File: config.mk
export PLATFORM = sky130hd
export DESIGN_NAME = byte_striping_tx_flat
export DESIGN_NICKNAME = d
export VERILOG_FILES = /design/src/rtl/byte_striping_tx_if.sv /design/src/rtl/byte_striping_tx.sv /design/src/flat_wrapper.sv
export SDC_FILE = /design/constraint.sdc
export NUM_CORES = 1
export LEC_CHECK = 0
export ABC_AREA = 0
export BUFFER_PORTS_ARGS = -buffer_cell sky130_fd_sc_hd__buf_4
export CAP_MARGIN = 25
export CELL_PAD_IN_SITES_DETAIL_PLACEMENT = 0
export CELL_PAD_IN_SITES_GLOBAL_PLACEMENT = 2
export CORE_MARGIN = 8
export CORE_UTILIZATION = 34
export CTS_CLUSTER_DIAMETER = 120
export CTS_CLUSTER_SIZE = 24
export DETAILED_ROUTE_END_ITERATION = 8
export PLACE_DENSITY_LB_ADDON = 0.25
export SLEW_MARGIN = 15
export SYNTH_ARGS = -nofsm -noshare
export SYNTH_HDL_FRONTEND = slang
export SYNTH_SLANG_ARGS = --single-unit
File: constraint.sdc
create_clock -name IN_CLK_250KHz -period 2.8 [get_ports IN_CLK_250KHz]
set_input_delay 0.84 -clock IN_CLK_250KHz [delete_from_list [all_inputs] [get_ports IN_CLK_250KHz]]
set_output_delay 0.84 -clock IN_CLK_250KHz [all_outputs]
set_load 0.005 [all_outputs]
File: src/rtl/byte_striping_tx_if.sv
// Byte-in / lane-word-out bundle between the byte source, the striper and the
// 4-lane serialiser. Signal names match the serialiser-facing pin names.
interface byte_striping_tx_if;
  logic       IN_ENB;
  logic [2:0] IN_CTR;
  logic [7:0] IN_DATA;
  logic       IN_VALID;
  logic       IN_FLUSH;
  logic [7:0] OUT_LANE0;
  logic [7:0] OUT_LANE1;
  logic [7:0] OUT_LANE2;
  logic [7:0] OUT_LANE3;
  logic       OUT_VALID;
  logic       OUT_BUSY;

  modport master (
    output IN_ENB, IN_CTR, IN_DATA, IN_VALID, IN_FLUSH,
    input  OUT_LANE0, OUT_LANE1, OUT_LANE2, OUT_LANE3, OUT_VALID, OUT_BUSY
  );

  modport slave (
    input  IN_ENB, IN_CTR, IN_DATA, IN_VALID, IN_FLUSH,
    output OUT_LANE0, OUT_LANE1, OUT_LANE2, OUT_LANE3, OUT_VALID, OUT_BUSY
  );
endinterface

File: src/rtl/byte_striping_tx.sv
// Round-robin byte striper: packs 1/2/4 bytes into a 4-lane word and pulses
// OUT_VALID for one cycle per completed (or flushed) group.
module bst_lane #(
  parameter int              LANE     = 0,
  parameter int              VEC_W    = 8,
  parameter logic [VEC_W-1:0] IDLE_SYM = 8'hBC
) (
  input  logic             clk,
  input  logic             rst,
  input  logic             emit,
  input  logic [2:0]       n_eff,
  input  logic [2:0]       cnt_a,
  input  logic [VEC_W-1:0] slot,
  output logic [VEC_W-1:0] lane_q
);
  localparam logic [2:0] IDX = 3'(LANE);

  // Lanes beyond the group width are zero; unfilled slots of a flushed group pad with IDLE_SYM.
  always_ff @(posedge clk) begin
    if (rst)               lane_q <= IDLE_SYM;
    else if (!emit)        lane_q <= IDLE_SYM;
    else if (IDX >= n_eff) lane_q <= '0;
    else if (IDX >= cnt_a) lane_q <= IDLE_SYM;
    else                   lane_q <= slot;
  end
endmodule

module byte_striping_tx #(
  parameter logic [7:0] IDLE_SYM = 8'hBC
) (
  input  logic                IN_CLK_250KHz,
  input  logic                IN_RESET,
  byte_striping_tx_if.slave   bus
);
  localparam int NUM_LANES = 4;
  localparam int VEC_W     = 8;

  logic [2:0] cnt_q, n_q, ctr_n, n_eff, cnt_a;
  logic       acc, complete, flush, emit;
  logic       valid_q, busy_q;
  logic [NUM_LANES-1:0][VEC_W-1:0] asm_q, asm_a, lane_q;

  always_comb begin
    case (bus.IN_CTR)
      3'b000:  ctr_n = 3'd1;
      3'b001:  ctr_n = 3'd2;
      default: ctr_n = 3'd4;
    endcase
  end

  // Mode is only taken from IN_CTR on the first byte of a group.
  assign acc      = bus.IN_ENB & bus.IN_VALID;
  assign n_eff    = (cnt_q == 3'd0) ? ctr_n : n_q;
  assign cnt_a    = cnt_q + {2'b00, acc};
  assign complete = acc && (cnt_a == n_eff);
  assign flush    = bus.IN_ENB && bus.IN_FLUSH && (cnt_a != 3'd0) && !complete;
  assign emit     = complete | flush;

  always_comb begin
    asm_a = asm_q;
    if (acc) asm_a[cnt_q[1:0]] = bus.IN_DATA;
  end

  always_ff @(posedge IN_CLK_250KHz) begin
    if (IN_RESET) begin
      cnt_q   <= '0;
      n_q     <= 3'd4;
      asm_q   <= {NUM_LANES{IDLE_SYM}};
      valid_q <= 1'b0;
      busy_q  <= 1'b0;
    end else begin
      cnt_q   <= emit ? 3'd0 : cnt_a;
      asm_q   <= asm_a;
      valid_q <= emit;
      busy_q  <= !emit && (cnt_a != 3'd0);
      if (acc && cnt_q == 3'd0) n_q <= ctr_n;
    end
  end

  for (genvar k = 0; k < NUM_LANES; k++) begin : g_lane
    bst_lane #(.LANE(k), .VEC_W(VEC_W), .IDLE_SYM(IDLE_SYM)) u_lane (
      .clk    (IN_CLK_250KHz),
      .rst    (IN_RESET),
      .emit   (emit),
      .n_eff  (n_eff),
      .cnt_a  (cnt_a),
      .slot   (asm_a[k]),
      .lane_q (lane_q[k])
    );
  end

  assign bus.OUT_LANE0 = lane_q[0];
  assign bus.OUT_LANE1 = lane_q[1];
  assign bus.OUT_LANE2 = lane_q[2];
  assign bus.OUT_LANE3 = lane_q[3];
  assign bus.OUT_VALID = valid_q;
  assign bus.OUT_BUSY  = busy_q;
endmodule

File: src/flat_wrapper.sv
// flat-port wrapper written by rule: the top's interface ports become plain ports
module byte_striping_tx_flat 
#(
  parameter logic [7:0] IDLE_SYM = 8'hBC
)
  (IN_CLK_250KHz, IN_RESET, bus_IN_ENB, bus_IN_CTR, bus_IN_DATA, bus_IN_VALID, bus_IN_FLUSH, bus_OUT_LANE0, bus_OUT_LANE1, bus_OUT_LANE2, bus_OUT_LANE3, bus_OUT_VALID, bus_OUT_BUSY);
  byte_striping_tx_if bus_i ();
  input  logic IN_CLK_250KHz;
  input  logic IN_RESET;
  input wire logic [$bits(bus_i.IN_ENB)-1:0] bus_IN_ENB;
  input wire logic [$bits(bus_i.IN_CTR)-1:0] bus_IN_CTR;
  input wire logic [$bits(bus_i.IN_DATA)-1:0] bus_IN_DATA;
  input wire logic [$bits(bus_i.IN_VALID)-1:0] bus_IN_VALID;
  input wire logic [$bits(bus_i.IN_FLUSH)-1:0] bus_IN_FLUSH;
  output wire logic [$bits(bus_i.OUT_LANE0)-1:0] bus_OUT_LANE0;
  output wire logic [$bits(bus_i.OUT_LANE1)-1:0] bus_OUT_LANE1;
  output wire logic [$bits(bus_i.OUT_LANE2)-1:0] bus_OUT_LANE2;
  output wire logic [$bits(bus_i.OUT_LANE3)-1:0] bus_OUT_LANE3;
  output wire logic [$bits(bus_i.OUT_VALID)-1:0] bus_OUT_VALID;
  output wire logic [$bits(bus_i.OUT_BUSY)-1:0] bus_OUT_BUSY;
  assign bus_i.IN_ENB = bus_IN_ENB;
  assign bus_i.IN_CTR = bus_IN_CTR;
  assign bus_i.IN_DATA = bus_IN_DATA;
  assign bus_i.IN_VALID = bus_IN_VALID;
  assign bus_i.IN_FLUSH = bus_IN_FLUSH;
  assign bus_OUT_LANE0 = bus_i.OUT_LANE0;
  assign bus_OUT_LANE1 = bus_i.OUT_LANE1;
  assign bus_OUT_LANE2 = bus_i.OUT_LANE2;
  assign bus_OUT_LANE3 = bus_i.OUT_LANE3;
  assign bus_OUT_VALID = bus_i.OUT_VALID;
  assign bus_OUT_BUSY = bus_i.OUT_BUSY;
  byte_striping_tx #(.IDLE_SYM(IDLE_SYM)) u_core (.IN_CLK_250KHz(IN_CLK_250KHz), .IN_RESET(IN_RESET), .bus(bus_i));
endmodule
==> flow_metrics.tcl, run 1 <==
set metrics [dict create \
    fp.coreArea_sq_um 8051 \
    synth_edf_count 0 \
    maxSlewViolCount 0 \
    yosysSeqAreaShare_pct 51.89 \
    clk_latency_ps 350 \
    first_global_vias 2165 \
    grt_pass1_wl_um 11030 \
    slowest_delay_ps 350 \
    wl_per_cell_um 14.91 \
    yosys_most_used_dff "dfxtp_1" \
    power_mw 2.289 \
    cts_buffers 9 \
    final_antenna_net_count 0 \
    tns_ps 0 \
    synth.area.top_cells "dfxtp_1 52%, mux2i_1 14%, nand2b_1 4.7%" \
    synth_area_sq_um 2778 \
    period_needed_ps 2420 \
    portBuffers 49 \
    synth_async_sr_flop_share_pct 0 \
    cts_tree "yes" \
    intPower_mw 1.765 \
    crit_type "in -> reg" \
    die_w_um 106.4 \
    setup.worst_path.start_class "input pin" \
    initial_core_util_pct 34.50 \
    finalHoldViolCount 0 \
    cts_root_buf "clkbuf_8" \
    critPathTopFamily "buffers and inverters" \
    period_share_pct 86.42 \
    fin_skew_ps 4.429 \
    synth_fp_nets 286 \
    post_cts_resized 0 \
    gp_congestion 0.7991 \
    clk_pin_slew_ps 70 \
    yosys.area.top_type "dfxtp_1" \
    fmax_mhz 413.3 \
    grt_max_degree 61 \
    leakage_nw 1.653 \
    worst-path-buf-inv 4 \
    cts_setup_buffers 0 \
    final_cells 447 \
    yosys_warnings 0 \
    power_density_nw_per_um2 628.2 \
    chipHeight_um 106.4 \
    final_common_cell "dfxtp_1" \
    cp.arrival_ps 2650 \
    holdBufCountCts 0 \
    grt_usage_pct 12.48 \
    clock-sinks 72 \
    fp.dieArea_sq_um 11320 \
    drc 0 \
    antenna_found_initial 0 \
    p_comb_share_pct 9.8 \
    setup_violations 0 \
    vias_per_cell 4.586 \
    relSlewSlack_pct 63.50 \
    rows 33 \
    swShare_pct 22.89 \
    max_cap_violations 0 \
    ios 50 \
    cts.htree.levels 3 \
    clockPowerShare_pct 44.2 \
    p_seq_share_pct 45.9 \
    final_area_sq_um 3643 \
    routed_wl_um 6665 \
    power.switching_mw 0.5240 \
    vias 2050 \
    ys_seq_elements 72 \
    drt_iter0_drc 80 \
    outcome "finished, final reports clean" \
    drtPass1Iterations 5 \
    n_antenna_cell 0 \
    overflow 0 \
    post_synth.cell_area_avg_sq_um 10.36 \
    yosysTopAreaCellShare_pct 51.89 \
    peakVddDrop_uv 274.1 \
    dp_hpwl_um 4680 \
    dpl_cell_area_sq_um 3398 \
    worstMarginPinSlew_ps 545.9 \
    critPathCaptureType "flop" \
    syn_to_final_growth_pct 31.17 \
    crit_required_ps 3030 \
    crit_chain "buf_4 -> nand2_1 -> inv_1 -> ha_1 -> ha_1 -> xor2_1 -> buf_4 -> xor2_2 -> a31oi_4 -> buf_12 -> or3_1" \
    final_cell_mix "72 x dfxtp_1, 71 x buf_4, 39 x mux2i_1" \
    grt_setup_unrepaired "no" \
    holdCritPathClass "reg -> reg" \
    syn_inst 268 \
    drive_gt1_share_pct 28.07 \
    dp_slack_ps 21.91 \
    worst_path_max_delay_cell "or3_1" \
    layout_setup_ws_ps 380.2 \
    worstPathMaxFanout 27 \
    clockBufferDepth 2 \
    dp.cells 431 \
    nNetsFinal 355 \
    ys_types 36 \
]
[kinds of logic (layout without fill, tap and decap cells)]
family	Yosys count	after routing	share of synthesized area, %
adder cells (fa/ha/maj)	2	2	0.9008
multiplexers	42	42	15.81
AO/OA/AOI/OAI	25	25	5.315
XOR/XNOR	4	4	1.802
flip-flops	72	72	51.89
buffers and inverters	15	89	2.658
AND/OR/NAND/NOR	108	108	21.62
[worst register-to-register path, stage by stage, from the launching register on]
cell	delay, ps
dfxtp_1	390
nor3_4	410
mux2i_1	450
xor2_2	250
a31oi_4	120
buf_12	170
or3_1	360
[flip-flops by register name (all words and copies together), names as in the netlist]
name                         count
u_core.g_lane.u_lane.lane_q     32
u_core.asm_q                    32
u_core.cnt_q                     3
u_core.n_q                       3
u_core.bus.OUT_VALID             1
u_core.bus.OUT_BUSY              1
[metal layers]
layer,wire length (um),part of all wire (%),vias to the layer above,GRT usage (%)
met4,127,1.9,0,5.226
met1,3134,47,942,14.93
li1,-,-,1057,-
met5,0,0,-,0
met2,3008,45,40,19.44
met3,395,5.9,11,5.021
[area by class of cell]
type | count | area (sq um)
Clock inverter | 5 | 103.9
Timing Repair Buffer | 72 | 553.0
Sequential cell | 72 | 1441
Clock buffer | 11 | 141.4
Inverter | 1 | 3.754
Multi-Input combinational cell | 181 | 1269
Tap cell | 105 | 131.4
Fill cell | 807 | 4408
[cell usage after synthesis (2+ instances only)]
cell type and instances:
mux2i_1 39, or3_1 21, nand2b_1 21, ha_1 2
buf_2 2, clkbuf_1 10, a21o_1 2, a21oi_1 20
nor2b_1 4, and3_1 5, nor4_1 2, nor2_1 28
xor2_2 2, nor4b_1 2, dfxtp_1 72, nor3_1 3
nand2_1 11, nand4b_1 2, buf_6 2, and2_1 2
[path summary, 6_finish.rpt]
check	from	endpoint	slack [ps]	cells past startpoint
setup reg to reg	u_core.cnt_q[0]	u_core.g_lane[0].u_lane.lane_q[3]	530	6
setup / recovery	bus_IN_ENB	u_core.g_lane[0].u_lane.lane_q[3]	380	11
hold / removal	u_core.asm_q[7]	u_core.asm_q[7]	480	2
hold reg to reg	u_core.asm_q[7]	u_core.asm_q[7]	480	2
[power by group through the flow]
stage                     sequential [mW]  clock (mW)  combinational [mW]
after floorplan                      1.07           0               0.133
after global placement               1.08           0               0.229
after detailed placement             1.08           0               0.228
after CTS                            1.05        1.03               0.229
after global routing                 1.05        1.08               0.248
final                                1.05        1.01               0.225
[stage by stage]
step | hold WS [ps] | util [%]
6_report | 478.7 | 45.25
5_1_grt | 505.8 | 45.25
4_1_cts | 479.7 | 45.25
3_5_place_dp | 460.9 | 42.21
3_3_place_gp | 454.3 | 42.21
2_1_floorplan | 442.0 | -
No activity file was read; power rests on OpenSTA's default activity.
==> run 2, diff against run 1 <==
Settings changed: CORE_ASPECT_RATIO set to 1.25.
==> run 2 against run 1 <==
  * Count of clock-buffer cells in the layout grew 1
  * Sequential share of layout area rose by 0.93 points
  * Maximum frequency shrank 0.33%
  * Cell count is 2.2% lower
  * Die area up 0.16%
  * Combinational power about the same
  * Sequential power barely moved
  * Critical path type unchanged
  * Largest cell class unchanged
==> flow_metrics.tcl, run 2 (synthesized netlist as in run 1, its figures left out) <==
set metrics [dict create \
    outcome "finished, final reports clean" \
    power_density_nw_per_um2 575.2 \
    overflow 0 \
    worst_r2r_path_depth 6 \
    fp.dieArea_sq_um 11340 \
    drive_gt1_share_pct 27.06 \
    finalHoldViolCount 0 \
    dp_slack_ps 0.7667 \
    setup_violations 0 \
    worstMarginPinSlew_ps 495.4 \
    cts_setup_buffers 0 \
    fin_skew_ps 4.932 \
    first_global_vias 2109 \
    routed_wl_um 6358 \
    relSlewSlack_pct 66.97 \
    cts_buffers 9 \
    post_cts_resized 0 \
    die_w_um 96.85 \
    clockBufferDepth 2 \
    fp.coreArea_sq_um 8102 \
    tns_ps 0 \
    drt_iter0_drc 72 \
    whs_path_depth 2 \
    final_antenna_net_count 0 \
    drtPass1Iterations 4 \
    portBuffers 49 \
    drc 0 \
    whs_endpoint "u_core.asm_q[12]" \
    r2r_start "u_core.cnt_q[0]" \
    syn_to_final_growth_pct 28.15 \
    initial_core_util_pct 34.29 \
    gp_congestion 0.7919 \
    r2r_setup_slack_ps 520 \
    clock-sinks 72 \
    final_common_cell "dfxtp_1" \
    p_seq_share_pct 51.4 \
    crit_required_ps 3040 \
    crit_top_cell "buf_4" \
    chipHeight_um 117.1 \
    vias_per_cell 4.673 \
    grt_setup_unrepaired "no" \
    fmax_mhz 411.9 \
    n_antenna_cell 0 \
    min_from "u_core.asm_q[12]" \
    grt_pass1_wl_um 10590 \
    cts_tree "yes" \
    maxSlewViolCount 0 \
    setup.worst_path.start_class "input pin" \
    grt_usage_pct 11.98 \
    clk_pin_slew_ps 70 \
    r2r-end "u_core.g_lane[3].u_lane.lane_q[2]" \
    cp.arrival_ps 2670 \
    swShare_pct 24.04 \
    layout_setup_ws_ps 372.1 \
    period_needed_ps 2428 \
    critPathCaptureType "flop" \
    cts.htree.levels 3 \
    leakage_nw 1.615 \
    clk_latency_ps 340 \
    worst_path_max_delay_cell "or3_1" \
    holdCritPathClass "reg -> reg" \
    holdBufCountCts 0 \
    worstPathMaxFanout 3 \
    period_share_pct 86.71 \
    slowest_delay_ps 310 \
    dp_hpwl_um 4516 \
    intPower_mw 1.555 \
    vias 2042 \
    max_cap_violations 0 \
    wl_per_cell_um 14.55 \
    cts_root_buf "clkbuf_8" \
    p_comb_share_pct 10.9 \
    antenna_found_initial 0 \
    ios 50 \
    nNetsFinal 354 \
    power.switching_mw 0.4922 \
    peakVddDrop_uv 321.5 \
    reg_top3 "u_core.asm_q (32), u_core.g_lane.u_lane.lane_q (32)" \
    grt_max_degree 61 \
    final_cell_mix "72 x dfxtp_1, 70 x buf_4, 39 x mux2i_1" \
    rows 37 \
    crit_chain "buf_4 -> nand2_1 -> inv_1 -> ha_1 -> ha_1 -> xor2_1 -> buf_4 -> or3_1 -> and2_1 -> buf_4 -> nor4b_1" \
    clockPowerShare_pct 37.7 \
    crit_type "in -> reg" \
]
run 2: changes by cell type in the layout (fill, tap and decap cells not counted):
cell	previous run	this run
clkbuf_1	1	3
buf_4	71	70
clkbuf_8	10	9
bufinv_16	3	1
run 2: power by group through the flow:
| stage | registers (mW) | logic [mW] | clock network [mW] |
|---|---|---|---|
| global placement | 1.08 | 0.227 | 0 |
| detailed placement | 1.08 | 0.227 | 0 |
| finish | 1.05 | 0.224 | 0.772 |
| global route | 1.05 | 0.247 | 0.850 |
| CTS | 1.05 | 0.227 | 0.803 |
| floorplan | 1.07 | 0.133 | 0 |
run 2: worst max path at each step:
| stage | from | end | slack [ps] | cells past startpoint |
|---|---|---|---|---|
| final | bus_IN_ENB | u_core.cnt_q[1] | 370 | 11 |
| after global routing | bus_IN_ENB | u_core.g_lane[1].u_lane.lane_q[1] | 270 | 14 |
| after CTS | bus_IN_ENB | u_core.cnt_q[1] | 390 | 11 |
| after detailed placement | bus_IN_ENB | u_core.cnt_q[1] | 0.8 | 11 |
| after global placement | bus_IN_ENB | u_core.g_lane[1].u_lane.lane_q[1] | 40 | 14 |
| after floorplan | bus_IN_ENB | u_core.bus.OUT_VALID | 120 | 10 |
run 2: metal layers:
layer  share of wire (%)  wire [um]  global-route usage (%)  vias to the layer above
met5                   0          0                       0                        -
met4                 2.7        172                   8.633                        0
met3                 3.4        215                   2.290                       12
met2                  46       2943                   19.35                       38
met1                  48       3025                   14.14                      938
li1                    -          -                       -                     1054
run 2: critical path, delay by kind of cell:
family / cells / cell delay, ps
xor+xnor: 1 / 150
fa+ha+maj: 2 / 350
buf+inv: 4 / 450
simple gates: 4 / 870
run 2: final cells by class:
cell class	count	area, sq um
fill	780	4542
tap	97	121.4
clock buffer	12	135.1
multi-input combinational	181	1269
timing repair buffer	71	545.5
inverter	1	3.754
sequential	72	1441
clock inverter	3	43.79
run 2: per-stage QoR:
| step | hold WS, ps | power [mW] | instance area (sq um) | util [%] | std cells |
|---|---|---|---|---|---|
| final | 476.4 | 2.048 | 3560 | 43.94 | 437 |
| after global routing | 497.5 | 2.151 | 3560 | 43.94 | 437 |
| after CTS | 480.8 | 2.082 | 3560 | 43.94 | 437 |
| after detailed placement | 461.7 | 1.302 | 3381 | 41.73 | 422 |
| after global placement | 456.3 | 1.302 | 3381 | 41.73 | 422 |
| after floorplan | 442.0 | 1.207 | 2778 | - | 268 |
